[src/rtl/circ_seq_fsm.sv]
// circ_seq_fsm: command-driven sample/send sequencer with stall watchdog.
// Optional build macro CIRC_SEQ_FSM_ABORT_EN: 8'hFF received while busy aborts the run.
module circ_seq_fsm #(
    parameter int ADDR_W    = 8,
    parameter int TIMEOUT_W = 16
) (
    input  logic              iClock,
    input  logic              iReset,
    input  logic              iRxDone,
    input  logic [7:0]        iRxData,
    input  logic              iSampleValid,
    input  logic              iTxReady,
    output logic              oFetchValue,
    output logic              oResetSerial,
    output logic              oStartSampling,
    output logic              oMemWrite,
    output logic [ADDR_W-1:0] oMemAddr,
    output logic              oTxStart,
    output logic              oBusy,
    output logic              oDone,
    output logic              oError
);

    typedef enum logic [2:0] {
        S_IDLE,
        S_FETCH,
        S_START,
        S_SAMPLE,
        S_SEND_RD,
        S_SEND_WAIT,
        S_DONE
    } state_t;

    localparam logic [1:0] MODE_SAMPLE_SEND = 2'b00;
    localparam logic [1:0] MODE_SEND_ONLY   = 2'b10;
    localparam logic [1:0] MODE_IGNORED     = 2'b11;

    localparam logic [ADDR_W-1:0]    LAST    = '1;
    localparam logic [TIMEOUT_W-1:0] WD_ZERO = '0;
    // Terminal compare one below all-ones: the stall that brings the count to all-ones fires.
    localparam logic [TIMEOUT_W-1:0] WD_TERM = {{(TIMEOUT_W-1){1'b1}}, 1'b0};

    state_t                state_q, state_d;
    logic [1:0]            mode_q, mode_d;
    logic [ADDR_W-1:0]     addr_q, addr_d;
    logic [TIMEOUT_W-1:0]  wd_q, wd_d;
    logic                  err_q, err_d;
    logic                  abort;

`ifdef CIRC_SEQ_FSM_ABORT_EN
    assign abort = iRxDone && (iRxData == 8'hFF) &&
                   (state_q != S_IDLE) && (state_q != S_DONE);
`else
    assign abort = 1'b0;
`endif

    logic unused_rx;
    assign unused_rx = ^iRxData[5:0];

    always_ff @(posedge iClock) begin
        if (iReset) begin
            state_q <= S_IDLE;
            mode_q  <= MODE_SAMPLE_SEND;
            addr_q  <= '0;
            wd_q    <= '0;
            err_q   <= 1'b0;
        end else begin
            state_q <= state_d;
            mode_q  <= mode_d;
            addr_q  <= addr_d;
            wd_q    <= wd_d;
            err_q   <= err_d;
        end
    end

    always_comb begin
        state_d = state_q;
        mode_d  = mode_q;
        addr_d  = addr_q;
        wd_d    = WD_ZERO;
        err_d   = err_q;
        unique case (state_q)
            S_IDLE: begin
                if (iRxDone && (iRxData[7:6] != MODE_IGNORED)) begin
                    mode_d  = iRxData[7:6];
                    err_d   = 1'b0;
                    state_d = S_FETCH;
                end
            end
            S_FETCH: begin
                addr_d  = '0;
                state_d = (mode_q == MODE_SEND_ONLY) ? S_SEND_RD : S_START;
            end
            S_START: begin
                addr_d  = '0;
                state_d = S_SAMPLE;
            end
            S_SAMPLE: begin
                if (iSampleValid) begin
                    if (addr_q == LAST) begin
                        addr_d  = '0;
                        state_d = (mode_q == MODE_SAMPLE_SEND) ? S_SEND_RD : S_DONE;
                    end else begin
                        addr_d = addr_q + 1'b1;
                    end
                end else if (wd_q == WD_TERM) begin
                    err_d   = 1'b1;
                    addr_d  = '0;
                    state_d = S_DONE;
                end else begin
                    wd_d = wd_q + 1'b1;
                end
            end
            S_SEND_RD: begin
                state_d = S_SEND_WAIT;
            end
            S_SEND_WAIT: begin
                if (iTxReady) begin
                    if (addr_q == LAST) begin
                        addr_d  = '0;
                        state_d = S_DONE;
                    end else begin
                        addr_d  = addr_q + 1'b1;
                        state_d = S_SEND_RD;
                    end
                end else if (wd_q == WD_TERM) begin
                    err_d   = 1'b1;
                    addr_d  = '0;
                    state_d = S_DONE;
                end else begin
                    wd_d = wd_q + 1'b1;
                end
            end
            S_DONE: begin
                state_d = S_IDLE;
            end
            default: begin
                state_d = S_IDLE;
            end
        endcase
        if (abort) begin
            err_d   = 1'b1;
            addr_d  = '0;
            wd_d    = WD_ZERO;
            state_d = S_DONE;
        end
    end

    always_comb begin
        oFetchValue    = 1'b0;
        oStartSampling = 1'b0;
        oResetSerial   = 1'b0;
        oDone          = 1'b0;
        oBusy          = (state_q != S_IDLE);
        oMemWrite      = (state_q == S_SAMPLE) && iSampleValid && !abort;
        oTxStart       = (state_q == S_SEND_WAIT) && iTxReady && !abort;
        oMemAddr       = addr_q;
        oError         = err_q;
        unique case (state_q)
            S_FETCH: oFetchValue = 1'b1;
            S_START: begin
                oStartSampling = 1'b1;
                oResetSerial   = 1'b1;
            end
            S_DONE:  oDone = 1'b1;
            default: ;
        endcase
    end

endmodule

[config.mk]
export PLATFORM = sky130hd
export DESIGN_NAME = circ_seq_fsm
export DESIGN_NICKNAME = d
export VERILOG_FILES = /design/src/rtl/circ_seq_fsm.sv
export SDC_FILE = /design/constraint.sdc
export NUM_CORES = 1
export LEC_CHECK = 0
export CORE_MARGIN = 2
export CORE_UTILIZATION = 30
export CTS_CLUSTER_DIAMETER = 60
export DETAILED_ROUTE_END_ITERATION = 12
export HOLD_SLACK_MARGIN = 0.05
export REMOVE_ABC_BUFFERS = 1
export SKIP_LAST_GASP = 1
export SYNTH_ARGS = -nofsm -noshare
export SYNTH_HDL_FRONTEND = slang
export SYNTH_SLANG_ARGS = --single-unit
[constraint.sdc]
create_clock -name iClock -period 2 [get_ports iClock]
set_clock_uncertainty 0.15 [all_clocks]
set_input_delay 0.6 -clock iClock [delete_from_list [all_inputs] [get_ports iClock]]
set_output_delay 0.6 -clock iClock [all_outputs]
set_load 0.05 [all_outputs]
Yosys cells after proc, flatten, opt, wreduce, memory -nomap -nowiden
Index checks and enable logic that the tools add are counted.
Storage, ports and cells
  register bits: 30
  output and inout bits: 16
Operators by class
  add/sub/neg operators: 2
  equal/unequal tests: 14
  mux-type cells: 26
  reduce and logical (&&, ||, !) cells: 12
Operators with widths (number)
  $mux 16: 3
  $mux 8: 4
  $pmux 16 s2: 1
  $pmux 8 s3: 1
  $mux 3: 6
  $pmux 3 s6: 1
  $add 16x1->16 const B: 1
  $eq 16x16->1 const B: 1
  $eq 3x3->1 const B: 3
  $reduce_bool 3->1: 3
  $add 8x1->8 const B: 1
  $eq 8x8->1 const B: 1
  $ne 2x2->1 const B: 4
  $mux 1: 7
  $eq 3x2->1 const B: 2
  $mux 2: 2
  $reduce_and 2->1: 2
  $reduce_and 4->1: 1
  $eq 3x1->1 const B: 1
  $logic_and 1x1->1: 3
  $logic_not 3->1: 1
  $ne 3x3->1 const B: 1
  $pmux 1 s3: 1
  $eq 2x2->1 const B: 1
  other kinds (2): 2

Logic depth before layout (Yosys ltp)
  depth in word-level cells: 5
  mapped depth: 7
  mapped depth without buffers: 6

Least setup slack after synthesis
No wires, ideal clock.
  path kind: register to output
  from: register state_q[1]
  to: output oStartSampling
  arrival time: 2.069 ns
  required time: 1.250 ns
  setup slack: -0.819 ns
  cell stages (with the launch flop): 4
  path buffers: 2
  path through: dfxtp_1 buf_4 nor3b_1 buf_4
On the way
  longest elaborated chain between the ends: 2
Ends and longest elaborated chain
  start, declared: RTL line 43  | state_t state_q, state_d;
  start signal, assigned: RTL line 68  | state_q <= state_d;
  $eq 3x2->1
  $mux 1
  end, declared: RTL line 15  | output logic oStartSampling,
Every way passes these cells.

Final worst setup path
  from: register state_q[2]
  to: output oBusy
On the way
  longest elaborated chain between the ends: 1
Ends and longest elaborated chain
  $reduce_bool 3->1: RTL line 154  | oBusy = (state_q != S_IDLE);
  end, declared: RTL line 19  | output logic oBusy,
Every way passes these cells.

==> flow_summary.yaml <==
status:
  status: "finished with violations"
  violations: "negative setup slack"
clock_tree:
  h-tree-depth: 2
  clk_latency_ns: 0.28
  path_clk_slew_ns: 0.06
  cts_sinks: 30
  ctsHoldBuffers: 0
  cts_made_buffers: 5
  tritoncts: "done"
  cts_buffer_depth: 2
  clockRootBuffer: "clkbuf_8"
logic_synthesis:
  ys_seq_elements: 30
  synth_area_leaders: "dfxtp_1, xor2_1, nor2_1"
  syn_inst: 186
  synth_cell_type_count: 40
  netlist_area_um2: 1578
  ys_warn_count: 0
  synth-async-reset-ratio_pct: 0
  yosys.area.top_type: "dfxtp_1"
  synth_ff_type: "dfxtp_1"
  synth_top_area_share_pct: 38.07
  synth.yosys.seq_area_share_pct: 38.07
  syn_avg_cell_area_um2: 8.483
  synth_top_cells_by_count: "dfxtp_1, nor2_1, nand2_1, a21oi_1, o21ai_0"
  yosysMostFrequentCell: "dfxtp_1"
  synth-edff-count: 0
hold_path:
  hp-start: "wd_q[15]"
  hold_class: "reg -> reg"
  min_path_cells: 2
  holdPathEnd: "wd_q[15]"
drt:
  drc_errors: 0
  wl_per_cell_um: 11.23
  drt_first_pass_iters: 4
  antenna_violating_nets_post_route: 0
  via_per_inst: 4.938
  postRouteWirelength_mm: 3.606
  first_iter_violations: 107
  dr_total_vias: 1585
floorplan:
  row_count: 26
  dieWidth_um: 76.52
  die_h_um: 76.52
  initial_core_util_pct: 30.89
  dieArea_um2: 5855
  design.core.area_um2: 5107
  pin_count: 29
worst_setup_path:
  r2r_start: "wd_q[0]"
  cp_data_required_time_ns: 1.25
  cp-start-kind: "flip-flop"
  timing.critical_path.buf_inv: 2
  slowest_delay_ns: 0.36
  cp-end-kind: "output port"
  critPathArrivalTime_ns: 1.25
  reg2regPathDepth: 8
  worstSetupPathType: "reg -> out"
  critPathMaxFanout: 6
  regToRegSetupSlack_ns: 0.10
  worstPathCellList: "buf_6, or3_4, buf_8"
  worst_path_max_delay_cell: "dfxtp_4"
  cp_top_family: "flip-flops"
  timing.rr.end: "wd_q[9]"
layout:
  drive_gt1_share_pct: 32.27
  final_nets: 266
  nFillCells: 497
  diodes: 0
  syn_to_final_growth_pct: 55.27
  finish.instance_area_um2: 2450
  post-route-util_pct: 47.97
sta:
  min_period_ns: 2.004
  hold_viol: 0
  timing.fmax_ghz: 0.4989
  setup_viol: 1
  min_period_over_period_pct: 100.2
  tns_ns: -0.004240
  rsz0062_at_grt: "yes"
  setup_slack_ns: -0.004240
  slew_viol_final: 0
  worstMarginPinSlew_ns: 0.4166
  max_slew_margin_pct: 72.06
placed_design:
  postPlaceCellArea_um2: 2238
  io_buffer_count: 22
  pre_cts_ws_ns: -0.3493
  place.gp.congestion: 0.7825
  dp_hpwl_mm: 2.588
power:
  power.share.sequential_pct: 45.3
  power_frac_comb_pct: 19.0
  worst_ir_drop_vdd_mv: 0.2579
  p_leak_nw: 0.9245
  switchingPower_mw: 0.3568
  clkPwrFrac_pct: 35.7
  p_total_mw: 1.378
  swShare_pct: 25.89
  power.density_nw_per_um2: 562.6
  internal_power_mw: 1.021
global_route:
  grt_pass1_wl_mm: 6.306
  grt_max_degree: 17
  grt_pass1_vias: 1443
  grt_usage_pct: 13.10
  antenna_found_initial: 0
  overflow: 0
run:
  cap_violations: 0
-- flip-flops by register name, indices dropped and copies added, names as in the netlist --
signal and cells:
oMemAddr 8, wd_q 16, oError 1, state_q 3, mode_q 2
-- stage by stage --
step / hold slack, ns / cells
3_5_place_dp: 0.3250 / 303
6_report: 0.3278 / 321
5_1_grt: 0.3551 / 321
3_3_place_gp: 0.3238 / 303
4_1_cts: 0.3343 / 318
2_1_floorplan: 0.2755 / 177
-- worst max-delay path by stage --
stage                              end  cells past startpoint  startpoint  slack [ns]
after CTS                        oBusy                      3  state_q[2]       -0.05
after global placement     oMemAddr[5]                      5    iTxReady       -0.34
after global routing             oBusy                      3  state_q[2]       -0.04
after floorplan           oResetSerial                      1  state_q[1]       -1.44
after detailed placement   oMemAddr[5]                      5    iTxReady       -0.35
final                            oBusy                      3  state_q[2]      -0.004
-- worst register-to-register path: stages, from the launching register on --
cell and delay, ns:
dfxtp_2 0.32, inv_2 0.04, ha_2 0.16, nand4_1 0.14, or4_4 0.48, buf_6 0.14
nand3b_1 0.15, buf_6 0.16, nor2_1 0.05
-- power by group through the flow --
stage / Combinational [mW] / Clock, mW / Sequential, mW
after floorplan: 0.115 / 0 / 0.637
after global placement: 0.216 / 0 / 0.638
after detailed placement: 0.219 / 0 / 0.639
after CTS: 0.248 / 0.515 / 0.626
after global routing: 0.279 / 0.544 / 0.626
final: 0.262 / 0.492 / 0.624
-- logic make-up after synthesis --
family                     synth area share (%)
buffers and inverters                     4.124
AOI/OAI and AO/OA                         18.24
and+or+nand+nor                           30.37
adders and majority gates                 2.379
xor gates and xnor gates                  5.552
DFF                                       38.07
muxes                                     1.269
-- repair_timing --
item / CTS / global route
gates cloned: 0 / 1
pin swaps: 1 / 4
resized for setup: 14 / 13
setup endpoints to repair: 32 / 30
buffers inserted: 7 / 2
-- cell type report --
cell class	instances	area (um^2)	share of cell area (%)
tap	70	87.58	3.575
inverter	4	15.01	0.6129
multi-input combinational	143	927.1	37.84
sequential	30	610.6	24.92
clock buffer	7	86.33	3.524
timing repair buffer	66	718.2	29.32
clock inverter	1	5.005	0.2043
-- layer usage --
metal  track usage, %  wire length, um  vias to the layer above
met2            21.77             1723                       27
met4            4.909               58                        0
met1            15.88             1680                      738
met3            4.028              143                        7
li1                 -                -                      813
met5                0                0                        -
-- placed cells by master (no fill, tap or decap), drive strengths merged, types with 2 or more instances in the layout --
cell and instances:
buf 60, dfxtp 30, nor2 18, nand2 14
a21oi 13, o21ai 11, nand4 9, xor2 9
nand3 8, clkbuf 8, nand2b 6, or3 6
a311oi 5, clkdlybuf4s50 4, inv 4, and2 3
and4 3, nand3b 3, and3 3, a41oi 3
nor3b 3, nor2b 3, ha 3, nand4b 2
mux2i 2, nor4 2, o31ai 2, or4 2
a211oi 2
(Power assumes the default switching activity.)
